==> config.mk <==
export PLATFORM = sky130hd
export DESIGN_NAME = div4_seq_flat
export DESIGN_NICKNAME = d
export VERILOG_FILES = /design/src/rtl/div4_pkg.sv /design/src/rtl/div4_seq_if.sv /design/src/rtl/sub4.sv /design/src/rtl/div4_seq.sv /design/src/flat_wrapper.sv
export SDC_FILE = /design/constraint.sdc
export NUM_CORES = 1
export LEC_CHECK = 0
export ABC_AREA = 1
export BUFFER_PORTS_ARGS = -buffer_cell sky130_fd_sc_hd__buf_2
export CAP_MARGIN = 10
export CORE_MARGIN = 4
export CORE_UTILIZATION = 56
export DETAILED_ROUTE_END_ITERATION = 8
export PLACE_DENSITY_LB_ADDON = 0.05
export REMOVE_ABC_BUFFERS = 1
export SETUP_SLACK_MARGIN = 0.4
export SKIP_LAST_GASP = 1
export SLEW_MARGIN = 20
export SYNTH_ARGS = -nofsm -noshare
export SYNTH_HDL_FRONTEND = slang
export SYNTH_SLANG_ARGS = --single-unit
==> constraint.sdc <==
create_clock -name ck -period 4.95 [get_ports ck]
set_clock_uncertainty 0.15 [all_clocks]
set_input_delay 0.7425 -clock ck [delete_from_list [all_inputs] [get_ports ck]]
set_output_delay 0.7425 -clock ck [all_outputs]
set_load 0.005 [all_outputs]
==> src/rtl/div4_pkg.sv <==
// ============================================================================
// Module      : div4_pkg
// Description : Shared width, iteration count and FSM state constants for the
//               4-bit sequential divider.
// Revision    : 1.0 - initial release
// ============================================================================
`default_nettype none

package div4_pkg;

    localparam int W    = 4;
    localparam int ITER = 4;

    localparam logic [1:0] S_IDLE = 2'd0;
    localparam logic [1:0] S_RUN  = 2'd1;
    localparam logic [1:0] S_DONE = 2'd2;

endpackage : div4_pkg

`default_nettype wire

==> src/rtl/div4_seq_if.sv <==
// ============================================================================
// Module      : div4_seq_if
// Description : Request/result bundle between a divider client and div4_seq.
// Revision    : 1.0 - initial release
// ============================================================================
`default_nettype none

interface div4_seq_if;
    import div4_pkg::*;

    logic         start;
    logic [W-1:0] a;
    logic [W-1:0] b;
    logic [W-1:0] q;
    logic [W-1:0] r;
    logic         busy;
    logic         done;
    logic         div_zero;

    modport master (
        output start, a, b,
        input  q, r, busy, done, div_zero
    );

    modport slave (
        input  start, a, b,
        output q, r, busy, done, div_zero
    );

endinterface : div4_seq_if

`default_nettype wire

==> src/rtl/sub4.sv <==
// ============================================================================
// Module      : sub4
// Description : 4-bit unsigned subtractor; s[4] is the borrow (a < b).
// Revision    : 1.0 - initial release
// ============================================================================
`default_nettype none

module sub4 (
    input  wire logic [3:0] a,
    input  wire logic [3:0] b,
    output wire logic [4:0] s
);

    assign s = {1'b0, a} - {1'b0, b};

endmodule : sub4

`default_nettype wire

==> src/rtl/div4_seq.sv <==
// ============================================================================
// Module      : div4_seq
// Description : Sequential 4-bit unsigned restoring divider, one quotient bit
//               per clock, built around a single sub4 instance.
// Revision    : 1.0 - initial release
// ============================================================================
`default_nettype none

module div4_seq
    import div4_pkg::*;
#(
    parameter logic [W-1:0] DZ_QUOT = 4'hF
) (
    input  wire logic   ck,
    input  wire logic   rst,
    div4_seq_if.slave   bus
);

    logic [1:0]   r_state;
    logic [W-1:0] r_rem;
    logic [W-1:0] r_quo;
    logic [W-1:0] r_dvs;
    logic [1:0]   r_cnt;
    logic [W-1:0] r_q;
    logic [W-1:0] r_r;
    logic         r_div_zero;

    logic [W-1:0] w_partial;
    logic [W:0]   w_diff;
    logic [W-1:0] w_rem_nxt;
    logic [W-1:0] w_quo_nxt;

    // Remainder never exceeds 2^k after step k, so the shifted partial fits in 4 bits.
    assign w_partial = {r_rem[W-2:0], r_quo[W-1]};

    sub4 u_sub4 (
        .a (w_partial),
        .b (r_dvs),
        .s (w_diff)
    );

    assign w_rem_nxt = w_diff[W] ? w_partial : w_diff[W-1:0];
    assign w_quo_nxt = {r_quo[W-2:0], ~w_diff[W]};

    always_ff @(posedge ck) begin
        if (rst) begin
            r_state    <= S_IDLE;
            r_rem      <= '0;
            r_quo      <= '0;
            r_dvs      <= '0;
            r_cnt      <= '0;
            r_q        <= '0;
            r_r        <= '0;
            r_div_zero <= 1'b0;
        end else begin
            case (r_state)
                S_IDLE: begin
                    if (bus.start) begin
                        if (bus.b != '0) begin
                            r_dvs      <= bus.b;
                            r_quo      <= bus.a;
                            r_rem      <= '0;
                            r_cnt      <= 2'(ITER - 1);
                            r_div_zero <= 1'b0;
                            r_state    <= S_RUN;
                        end else begin
                            r_q        <= DZ_QUOT;
                            r_r        <= bus.a;
                            r_div_zero <= 1'b1;
                            r_state    <= S_DONE;
                        end
                    end
                end
                S_RUN: begin
                    r_rem <= w_rem_nxt;
                    r_quo <= w_quo_nxt;
                    if (r_cnt == 2'd0) begin
                        r_q     <= w_quo_nxt;
                        r_r     <= w_rem_nxt;
                        r_state <= S_DONE;
                    end else begin
                        r_cnt <= r_cnt - 2'd1;
                    end
                end
                S_DONE:  r_state <= S_IDLE;
                default: r_state <= S_IDLE;
            endcase
        end
    end

    assign bus.q        = r_q;
    assign bus.r        = r_r;
    assign bus.div_zero = r_div_zero;
    assign bus.busy     = (r_state == S_RUN);
    assign bus.done     = (r_state == S_DONE);

endmodule : div4_seq

`default_nettype wire

==> src/flat_wrapper.sv <==
// flat-port wrapper written by rule: the top's interface ports become plain ports
module div4_seq_flat import div4_pkg::*;
#(
    parameter logic [W-1:0] DZ_QUOT = 4'hF
)
  (ck, rst, bus_start, bus_a, bus_b, bus_q, bus_r, bus_busy, bus_done, bus_div_zero);
  div4_seq_if bus_i ();
  input  wire logic ck;
  input  wire logic rst;
  input wire logic [$bits(bus_i.start)-1:0] bus_start;
  input wire logic [$bits(bus_i.a)-1:0] bus_a;
  input wire logic [$bits(bus_i.b)-1:0] bus_b;
  output wire logic [$bits(bus_i.q)-1:0] bus_q;
  output wire logic [$bits(bus_i.r)-1:0] bus_r;
  output wire logic [$bits(bus_i.busy)-1:0] bus_busy;
  output wire logic [$bits(bus_i.done)-1:0] bus_done;
  output wire logic [$bits(bus_i.div_zero)-1:0] bus_div_zero;
  assign bus_i.start = bus_start;
  assign bus_i.a = bus_a;
  assign bus_i.b = bus_b;
  assign bus_q = bus_i.q;
  assign bus_r = bus_i.r;
  assign bus_busy = bus_i.busy;
  assign bus_done = bus_i.done;
  assign bus_div_zero = bus_i.div_zero;
  div4_seq #(.DZ_QUOT(DZ_QUOT)) u_core (.ck(ck), .rst(rst), .bus(bus_i));
endmodule
==> summary.txt, run 1 <==
GRT
  • Number of global-route vias before repair: between 1000 and 1500
  • Total GRT Usage: 0.180
  • First-pass GRT wire length: around 4500 µm
  • Initial antenna violation count: 0
  • Pin count of the biggest net entering global routing: 17
  • Grt ovf: 0

Yosys
  • Distinct cells, synth: 22
  • Syn. warnings: 0
  • Ranking of synthesized cells by area: dfxtp_1 38%, inv_1 8.9%, a21oi_1 8.3%
  • Synth Instances: 173
  • Seq/Total Area, Yosys: 0.378
  • Synth top area share: 0.378
  • Count leader, synth: inv_1
  • Async set or reset register ratio after synthesis: 0
  • Most used DFF post-synth: dfxtp_1
  • Mapped Avg Cell Area: approximately 7.3 µm²
  • Synth cell count leaders: 30 x inv_1, 24 x dfxtp_1, 21 x a21oi_1
  • Post-synth EDFFs: 0
  • Cell area after synthesis: 1270 µm²
  • Yosys reg bits: 24
  • Synth area leader: dfxtp_1

Drt
  • Vias: between 1000 and 1500
  • Pre-Repair DR Iteration Count: 4
  • Routed Antenna Nets: 0
  • Drt wl/cell: 11.9 µm
  • Drt total wl: ~2600 µm
  • Initial DRC Count: 27
  • DR vias/cell: 5.35
  • Drc violations: 0

Place
  • Placed wire-length estimate: ~2000 µm
  • GP Congestion: between 0.8 and 0.9
  • Place WS: between 2000 and 3000 ps
  • PortBufs: 21
  • Dpl cell area: about 1400 µm²

Timing
  • Max frequency: about 0.48 GHz
  • Setup_tns: 0 ps
  • RSZ-0062 raised after global routing: no
  • Setup-failing EPs final: 0
  • Slew headroom: 0.650
  • Worst-Margin Slew: roughly 530 ps
  • Tmin final: about 2100 ps
  • Min setup slack post-route: about 2900 ps
  • Fin crit share: 0.422
  • Slew Viols, Final: 0
  • Final Hold Violating Endpoints: 0

CTS
  • Cts bufs inserted: 3
  • Clk pin slew, worst setup/hold paths: approximately 120 ps
  • Postcts setup bufs: 0
  • Worst-Skew Late Latency: around 310 ps
  • H-tree depth: 1
  • CTS sink count: 24
  • Cts hold-fix bufs: 0
  • CTS tree: built
  • Post-cts resize count: 0
  • Clock root buffer: clkbuf_4
  • CTS Buffer Depth: 2

Layout
  • Area growth, synth to finish: 11.4%
  • Final instance area: approximately 1400 µm²
  • Layout cells sized above 1: 0.196
  • Antenna cells: 0
  • Final nets: about 210

Power and ir drop
  • Peak VDD IR: approximately 0.32 mV
  • PwrDens: roughly 340 nW/µm²
  • Power consumption: about 0.48 mW
  • Leak: between 0.7 and 0.8 nW

Status
  • Outcome: completed

Setup path
  • Critical Path AT: 1200 ps
  • Critical Path Sink Type: primary output
  • WS Path Type: reg -> out
  • R2r startpoint: u_core.r_quo[3]$_SDFFE_PP0P_
  • Crit start category: flip-flop
  • Crit Path Max Fanout: 8
  • CP required: roughly 4100 ps
  • CP startpoint: u_core.r_state[0]$_SDFFE_PP0P_

Job
  • Max Cap Viol: 0

Floorplanning
  • Starting Density: 0.616
  • Io pins: 22
  • Die Wd: 55.6 µm
  • Total die area: just over 3000 µm²
  • Total core area: 2060 µm²
  • Row count: 16
  • DIE HEIGHT: between 50 and 60 µm

Min path
  • HP Class: reg -> reg
  • Min-Delay Startpoint: u_core.bus.q[0]$_SDFFE_PP0P_
final timing paths:
path,endpoint,slack (ps),cells past startpoint
setup reg to reg,u_core.r_rem[1]$_SDFFE_PP0P_,2950,10
hold / removal,u_core.bus.q[0]$_SDFFE_PP0P_,320,2
hold reg to reg,u_core.bus.q[0]$_SDFFE_PP0P_,320,2
setup / recovery,bus_busy,2860,3
stage by stage:
stage,util,std cells,hold slack [ps]
final,0.686,221,321
after detailed placement,0.669,217,303
after floorplan,-,169,285
after global placement,0.669,217,300
after CTS,0.686,221,322
after global routing,0.686,221,353
sequential cells by signal, summed over array words and instances, names as in the netlist:
signal / flops
u_core.r_state: 2
u_core.r_dvs: 4
u_core.r_rem: 3
u_core.bus.q: 4
u_core.bus.div_zero: 1
u_core.r_cnt: 2
u_core.r_quo: 4
u_core.bus.r: 4
cell usage in the layout, fill, tap and decap left out:
master	netlist	layout
a21oi_2	2	2
clkbuf_4	0	3
o21a_1	3	3
xnor2_1	1	1
nand2_2	5	5
a21oi_1	21	21
nand4_1	3	3
inv_2	2	2
nor2_1	12	12
o211ai_1	3	3
ha_1	5	5
buf_2	0	21
nor3_1	1	1
dfxtp_1	24	24
fa_1	1	1
inv_1	30	30
nand2_4	2	2
nand3_1	15	15
o21ai_0	10	10
o21ai_1	7	7
clkbuf_8	0	1
nand2_1	20	20
nor2_4	2	2
worst max-delay path, cell delays in order (launching register included):
cell and delay, ps:
dfxtp_1 480, inv_2 70, nor2_4 190, buf_2 150
cell families (layout without fill, tap and decap cells):
group / after synthesis / after routing / share of synthesized area
compound gates: 46 / 46 / 0.199
xor+xnor: 1 / 1 / 0.00690
fa+ha+maj: 6 / 6 / 0.0650
buf+inv: 36 / 57 / 0.118
flops: 24 / 24 / 0.378
simple gates: 60 / 60 / 0.233
routing by layer:
metal / track usage / part of all wire / vias to the layer above
met5: 0 / 0 / -
met4: 0.0729 / 0.016 / 0
met3: 0.0278 / 0.040 / 6
met2: 0.311 / 0.49 / 30
met1: 0.222 / 0.45 / 536
li1: - / - / 611
power by group:
part           switching, mW  internal (mW)
logic                 0.0961         0.0558
registers             0.0146          0.216
clock network         0.0550         0.0449
cell type report:
type,count,area [µm²]
clock buffers,4,36.3
fillers,202,647
inverters,32,120
multi-input cells,113,639
flip-flops and latches,24,480
well taps,27,33.8
repair buffers,21,105
Note: power is estimated with default switching activity, not from simulation.
==> run 2: changes to the inputs <==
Settings changed: CORE_UTILIZATION 56 to 49.
Clock period 4.95 ns to 1.9 ns, I/O delays scaled along.
==> run 2 against run 1 <==
- final cell count up 3.6%
- global-route usage down 0.73 points
- sequential power rose to 2.6 times the previous value
==> summary.txt, run 2 (synthesized netlist as in run 1, its figures left out) <==
Timing
  • Tmin final: 1690 ps
  • Max frequency: approximately 0.59 GHz
  • Fin crit share: 0.888
  • Worst-Margin Slew: approximately 280 ps
  • Slew headroom: 0.810
  • Slew Viols, Final: 0
  • Final Hold Violating Endpoints: 0
  • Min setup slack post-route: approximately 210 ps
  • Setup_tns: 0 ps
  • RSZ-0062 raised after global routing: yes
  • Setup-failing EPs final: 0
  • WHS: between 80 and 90 ps

Place
  • GP Congestion: a little under 0.8
  • Placed wire-length estimate: 2020 µm
  • Inst Count DP: between 200 and 250
  • Place WS: -7.66 ps
  • PortBufs: 21

GRT
  • First-pass GRT wire length: between 4000 and 5000 µm
  • Number of global-route vias before repair: ~1100
  • Initial antenna violation count: 0
  • Pin count of the biggest net entering global routing: 15
  • Total GRT Usage: 0.173
  • Grt ovf: 0

Drt
  • Pre-Repair DR Iteration Count: 4
  • Drt wl/cell: around 12 µm
  • Met3 WL: 116 µm
  • Met1 Routed Length: roughly 1300 µm
  • Routed Antenna Nets: 0
  • DR vias/cell: 5.19
  • Highest Signal Layer: met4
  • Drt total wl: approximately 2700 µm
  • Initial DRC Count: 65
  • Vias: roughly 1200
  • Drc violations: 0
  • Met2 wire len: 1270 µm

CTS
  • Worst-Skew Late Latency: between 300 and 400 ps
  • Clock root buffer: clkbuf_4
  • H-tree depth: 1
  • Cts hold-fix bufs: 0
  • CTS tree: built
  • Cts bufs inserted: 3
  • Clk pin slew, worst setup/hold paths: about 140 ps
  • CTS sink count: 24
  • CTS Buffer Depth: 2

Floorplanning
  • Total die area: around 3500 µm²
  • Starting Density: 0.513
  • Row count: 18
  • Total core area: between 2000 and 2500 µm²
  • DIE HEIGHT: ~59 µm
  • Io pins: 22
  • Die Wd: between 50 and 60 µm

Power and ir drop
  • PwrDens: 937 nW/µm²
  • Leak: around 0.74 nW
  • Peak VDD IR: approximately 0.52 mV

Layout
  • Most frequent cells in the layout: 28 x inv_1, 21 x buf_2, 20 x a21oi_1
  • Area growth, synth to finish: 22.0%
  • Final nets: between 200 and 250
  • Commonest non-fill, non-tap cell in the layout: inv_1
  • Antenna cells: 0
  • Layout cells sized above 1: 0.291
  • Non-Filler Instances: 229

Setup path
  • R2r startpoint: u_core.r_quo[3]$_SDFFE_PP0P_
  • Crit start category: flip-flop
  • WS Path Type: reg -> reg
  • Critical Path AT: between 1500 and 2000 ps
  • CP startpoint: u_core.r_quo[3]$_SDFFE_PP0P_
  • CP required: approximately 2000 ps
  • Crit Path Max Fanout: 6
  • Critical Path Sink Type: flip-flop

Min path
  • HP Class: in -> reg
  • Min-Delay Startpoint: bus_b[0]

Job
  • Max Cap Viol: 0

Status
  • Outcome: completed
[run 2: cell types whose count changed in the layout (fill, tap and decap cells not counted), moves of 2 or more]
cell,change
buf_4,+5
dfxtp_1,-5
dfxtp_2,+3
dfxtp_4,+2
ha_1,-2
ha_4,+2
inv_1,-2
inv_2,+2
nand2_1,-2
[run 2: power breakdown]
part / internal, mW / switching [mW]
combinational: 0.191 / 0.281
sequential: 0.566 / 0.0410
clock: 0.213 / 0.158
[run 2: cell type report]
cell class                 count  area, µm²
clock buffer                   3       22.5
clock inverter                 1       30.0
fill                         241        928
inverter                      32        120
multi-input combinational    113        704
sequential                    24        492
tap                           30       37.5
timing repair buffer          26        143
[run 2: metrics by stage]
stage | instance area [µm²] | util | power, mW
finish | 1550 | 0.625 | 1.45
CTS | 1520 | 0.612 | 1.43
global route | 1550 | 0.625 | 1.55
global placement | 1410 | 0.567 | 1.01
floorplan | 1240 | - | 0.897
detailed placement | 1410 | 0.567 | 1.02
[run 2: per-layer routing]
metal	GRT usage	vias up
li1	-	619
met1	0.231	539
met2	0.274	25
met3	0.0285	5
met4	0.0712	0
met5	0	-
[run 2: worst paths after layout]
| check | to | slack [ps] | depth (start not counted) |
|---|---|---|---|
| max | u_core.bus.r[0]$_SDFFE_PP0P_ | 210 | 8 |
| max reg2reg | u_core.bus.r[0]$_SDFFE_PP0P_ | 210 | 8 |
| min reg2reg | u_core.bus.q[0]$_SDFFE_PP0P_ | 320 | 2 |
| min | u_core.r_dvs[0]$_SDFFE_PP0P_ | 90 | 3 |
[run 2: critical path, cell delays in order, from the launching register on]
cell	delay, ps
dfxtp_2	350
inv_2	50
ha_4	150
fa_2	350
inv_2	80
nand3_4	110
nand4_1	120
nand2_1	90
o21a_1	170
[run 2: what timing repair did]
action | in CTS | in global routing
setup endpoints to repair | 11 | 13
pin swaps | 16 | 7
resized for setup | 14 | 8
buffers inserted | 2 | 0
